File: src/rtl/imem_fetch_ctrl.sv
// Instruction-fetch sequencer: owns the fetch PC, captures memory words into a
// prefetch FIFO and presents them to decode. Optional range check: IMEM_BOUND_CHK_EN.
module imem_fetch_ctrl #(
  parameter logic [31:0] RESET_PC   = 32'h0000_0000,
  parameter int unsigned FIFO_DEPTH = 2,
  parameter int unsigned MEM_WORDS  = 257
) (
  input  logic        CLK,
  input  logic        RST_N,
  input  logic        FETCH_EN,
  output logic [31:0] IMEM_ADDR,
  input  logic [31:0] IMEM_DATA,
  input  logic        REDIRECT_VALID,
  input  logic [31:0] REDIRECT_PC,
  output logic        INST_VALID,
  input  logic        INST_READY,
  output logic [31:0] INST_OUT,
  output logic [31:0] INST_PC,
  output logic        FETCH_FAULT
);

  localparam int PW = $clog2(FIFO_DEPTH);
  localparam int CW = $clog2(FIFO_DEPTH + 1);

`ifdef IMEM_BOUND_CHK_EN
  localparam bit BOUND_CHK = 1'b1;
`else
  localparam bit BOUND_CHK = 1'b0;
`endif

  typedef enum logic [1:0] {S_HALT, S_RUN, S_FAULT} state_t;

  state_t                         state, state_n;
  logic [31:0]                    fpc;
  logic [CW-1:0]                  count;
  logic [PW-1:0]                  wr_ptr, rd_ptr;
  logic [FIFO_DEPTH-1:0][31:0]    fifo_pc, fifo_inst;
  logic                           out_of_range, push, pop;

  // With the check compiled out this folds to 0 and FAULT is unreachable.
  assign out_of_range = BOUND_CHK && ({2'b00, fpc[31:2]} >= MEM_WORDS);

  assign IMEM_ADDR  = {fpc[31:2], 2'b00};
  assign INST_VALID = (count != '0);
  assign INST_OUT   = INST_VALID ? fifo_inst[rd_ptr] : 32'h0;
  assign INST_PC    = INST_VALID ? fifo_pc[rd_ptr]   : 32'h0;

  assign pop  = INST_VALID & INST_READY;
  assign push = (state == S_RUN) & FETCH_EN & ~REDIRECT_VALID & ~out_of_range &
                ((count < CW'(FIFO_DEPTH)) | pop);

`ifdef IMEM_BOUND_CHK_EN
  assign FETCH_FAULT = (state == S_FAULT);
`else
  assign FETCH_FAULT = 1'b0;
`endif

  always_ff @(posedge CLK or negedge RST_N) begin
    if (!RST_N) state <= S_HALT;
    else        state <= state_n;
  end

  always_comb begin
    state_n = state;
    case (state)
      S_HALT:  if (FETCH_EN && !REDIRECT_VALID) state_n = S_RUN;
      S_RUN: begin
        if (!FETCH_EN)                           state_n = S_HALT;
        else if (!REDIRECT_VALID && out_of_range) state_n = S_FAULT;
      end
      S_FAULT: if (REDIRECT_VALID) state_n = S_RUN;
      default: state_n = S_HALT;
    endcase
  end

  always_ff @(posedge CLK or negedge RST_N) begin
    if (!RST_N) begin
      fpc    <= RESET_PC;
      count  <= '0;
      wr_ptr <= '0;
      rd_ptr <= '0;
    end else if (REDIRECT_VALID) begin
      // Flush wins over any pop/push this edge; the popped head is dropped.
      fpc    <= REDIRECT_PC & ~32'h3;
      count  <= '0;
      wr_ptr <= '0;
      rd_ptr <= '0;
    end else begin
      if (push) begin
        fpc    <= fpc + 32'd4;
        wr_ptr <= wr_ptr + PW'(1);
      end
      if (pop) rd_ptr <= rd_ptr + PW'(1);
      case ({push, pop})
        2'b10:   count <= count + CW'(1);
        2'b01:   count <= count - CW'(1);
        default: count <= count;
      endcase
    end
  end

  // Storage needs no reset: entries are only visible while count covers them.
  always_ff @(posedge CLK) begin
    if (push) begin
      fifo_pc[wr_ptr]   <= fpc;
      fifo_inst[wr_ptr] <= IMEM_DATA;
    end
  end

endmodule

File: config.mk
export PLATFORM = sky130hd
export DESIGN_NAME = imem_fetch_ctrl
export DESIGN_NICKNAME = d
export VERILOG_FILES = /design/src/rtl/imem_fetch_ctrl.sv
export SDC_FILE = /design/constraint.sdc
export NUM_CORES = 1
export LEC_CHECK = 0
export CORE_MARGIN = 2
export CORE_UTILIZATION = 40
export DETAILED_ROUTE_END_ITERATION = 7
export PLACE_DENSITY = 0.67
export SETUP_SLACK_MARGIN = 0.15
export SLEW_MARGIN = 15
export SYNTH_ARGS = -nofsm -noshare
export SYNTH_HDL_FRONTEND = slang
export SYNTH_SLANG_ARGS = --single-unit
File: constraint.sdc
create_clock -name CLK -period 24.4 [get_ports CLK]
set_input_delay 3.66 -clock CLK [delete_from_list [all_inputs] [get_ports CLK]]
set_output_delay 3.66 -clock CLK [all_outputs]
set_load 0.01 [all_outputs]
==> flow_summary.toml <==
[outcome]
status = "complete, no violations"

[timing]
min_period_over_period_pct = 25.4
slew_viol_final = 0
tightestPinTransition_ns = 1.13
fin_skew_ns = 0.0109
finalSetupViolCount = 0
rsz0062_at_grt = "false"
max_slew_margin_pct = 24.3
fin_tns_setup_ns = 0
period_needed_ns = 6.21
max_freq_mhz = 161
final_hold_viol_count = 0

[setup_path]
cp.arrival_ns = 2.55
ff2ff_path_depth = 5
critPathRequiredTime_ns = 20.74
regToRegSetupSlack_ns = 22.20
critPathLaunch = "rd_ptr"
r2r-start = "count[1]"
cp-endpoint = "INST_OUT[31]"
r2r_end = "fpc[31]"
path_class = "flop to output pin"
cp-end-kind = "output pin"
startpoint_type = "flop"
cp_max_fo = 63

[placement]
hpwlAfterDp_um = 9590
numPortBuffers = 159
place.gp.congestion = 0.775

[floorplan]
ios = 167
core_um2 = 16500
die_w_um = 133
rows = 47
start_util_pct = 40.5
fp.dieH_um = 133
die-area_um2 = 17700

[clock_tree]
clock-root-buffer = "clkbuf_16"
h-tree-depth = 4
clkTransAtPathRegs_ns = 0.06
tritoncts = "built"
cts_setup_buffers = 0
insertion_delay_ns = 0.42
holdBufCountCts = 0
numCtsBuffers = 17
clockBufferDepth = 2
clock_sinks = 159
cts_resized = 0

[logic_synthesis]
yosys.area.top_type = "edfxtp_1"
synth_top_area_share_pct = 55.8
syn_avg_cell_area_um2 = 13.7
synthesis.area_um2 = 6670
ys_ff_latch = 159
yosysWarningCount = 0
synth_cell_types = 38
ys_seq_area_share_pct = 69.0
synth.top_cells.by_area = "edfxtp_1 56%, dfrtp_1 13%, mux2i_1 9.5%, nor2_1 4.0%, xnor2_1 3.3%"
synth_edf_count = 124
async_reset_ff_share_pct = 22.0
syn_inst = 485
synth_ff_type = "edfxtp_1"

[drt]
routed_wl_um = 14500
vias_per_cell = 4.88
ant_nets = 0
wl_met1_um = 6460
via_count = 4274
detail_route.iter0.violations = 241
dr.pass1.iters = 4
dr_wl_met2_um = 7150
drc_errors = 0
wire_per_inst_um = 16.6
wl_met3_um = 710
highest_layer = "met4"

[final_layout]
num_antenna_cells = 0
final_core_util_pct = 54.8
area_growth_pct = 35.3
fin_nets = 713
layout-drive-gt1-share_pct = 8.54

[global_routing]
antenna_found_initial = 0
grt_pass1_wl_um = 22500
grt_max_degree = 64
grtUsageTotal_pct = 16.7
first_global_vias = 4227
grt-ovfl-total = 0

[power]
leakage_nw = 3.03
p_per_area_nw_per_um2 = 69.1
irDropWorstVdd_v = 0.0000450

[job]
max_cap_violations = 0

[hold_path]
hp-class = "flop to flop"
==> critical path, stage by stage, from the launching register on <==
cell and delay, ns:
dfrtp_4 1.18, mux2i_1 0.18, nor2_1 0.17, clkdlybuf4s50_1 0.56
==> registers in the layout (all words and copies together) (netlist names) <==
register   cells
state          1
rd_ptr         1
fifo_pc       60
fifo_inst     64
fpc           30
wr_ptr         1
count          2
==> how the worst min path moves through the flow <==
stage	cells after the start	to	start	slack, ns
after global placement	2	state[0]	state[0]	0.53
after floorplan	2	state[0]	state[0]	0.51
after CTS	0	fifo_pc[31]	fpc[31]	0.55
final	2	state[0]	state[0]	0.54
after global routing	0	fifo_pc[31]	fpc[31]	0.56
after detailed placement	0	fifo_pc[31]	fpc[31]	0.53
==> where the power goes <==
group / switching (mW) / internal, mW
logic: 0.0246 / 0.0331
registers: 0.0122 / 0.303
clock network: 0.109 / 0.142
==> synthesized netlist by cell type, types with 4 or more instances <==
cell      number
nand4_1        7
mux2_2         4
dfrtp_1       35
xnor2_1       25
nor2_1        71
nand2_1       38
mux2i_1       63
clkbuf_1      15
nand3_1        8
xor2_1         6
inv_1          6
nor3_1         9
nor4_2         4
buf_4          6
o21ai_0       26
buf_2          4
edfxtp_1     124
==> kinds of logic after synthesis <==
kind of cell / Yosys count / synth area share [%]
buf+inv: 34 / 2.33
mux: 67 / 10.1
compound gates: 32 / 2.50
xor+xnor: 31 / 4.07
other cells: 1 / 0.0562
flops: 159 / 69.0
fa+ha+maj: 1 / 0.188
simple gates: 160 / 11.7
==> cell type report <==
cell class	count	area (um2)
clock inverter	14	134
multi-input combinational	296	1950
clock buffer	18	429
tap	220	275
fill	1405	7440
sequential	159	4600
inverter	6	22.5
timing repair buffer	163	1610
==> cells in the final DEF, fill, tap and decap left out, types with 3 or more instances in the layout <==
master and instances:
clkinv_4 4, inv_6 4, inv_1 6, o21ai_0 26, buf_4 4, clkdlybuf4s50_1 157
xor2_1 6, nor2b_1 3, nor3_1 9, mux2i_1 63, conb_1 5, nor4_2 5
and3_1 3, mux2_2 4, clkinv_2 3, nor2_1 70, dfrtp_1 34, edfxtp_1 124
nand2_1 38, xnor2_1 25, clkbuf_16 17, nand4_1 7, nand3_1 8
==> metal layers <==
metal / up-vias / GRT usage (%)
met5: - / 0
met4: 0 / 6.21
met3: 13 / 4.22
met2: 113 / 27.9
met1: 2093 / 21.3
li1: 2055 / -
==> stage by stage <==
step | power [mW] | std cells | hold WS [ns] | setup slack [ns] | cell area [um2]
6_report | 0.624 | 876 | 0.544 | 18.19 | 9020
5_1_grt | 0.647 | 876 | 0.558 | 17.99 | 9020
4_1_cts | 0.630 | 876 | 0.545 | 18.13 | 9020
3_5_place_dp | 0.379 | 844 | 0.534 | 18.46 | 8460
3_3_place_gp | 0.378 | 844 | 0.526 | 18.50 | 8460
2_1_floorplan | 0.343 | 489 | 0.515 | 13.21 | 6680
(Power assumes the default switching activity.)
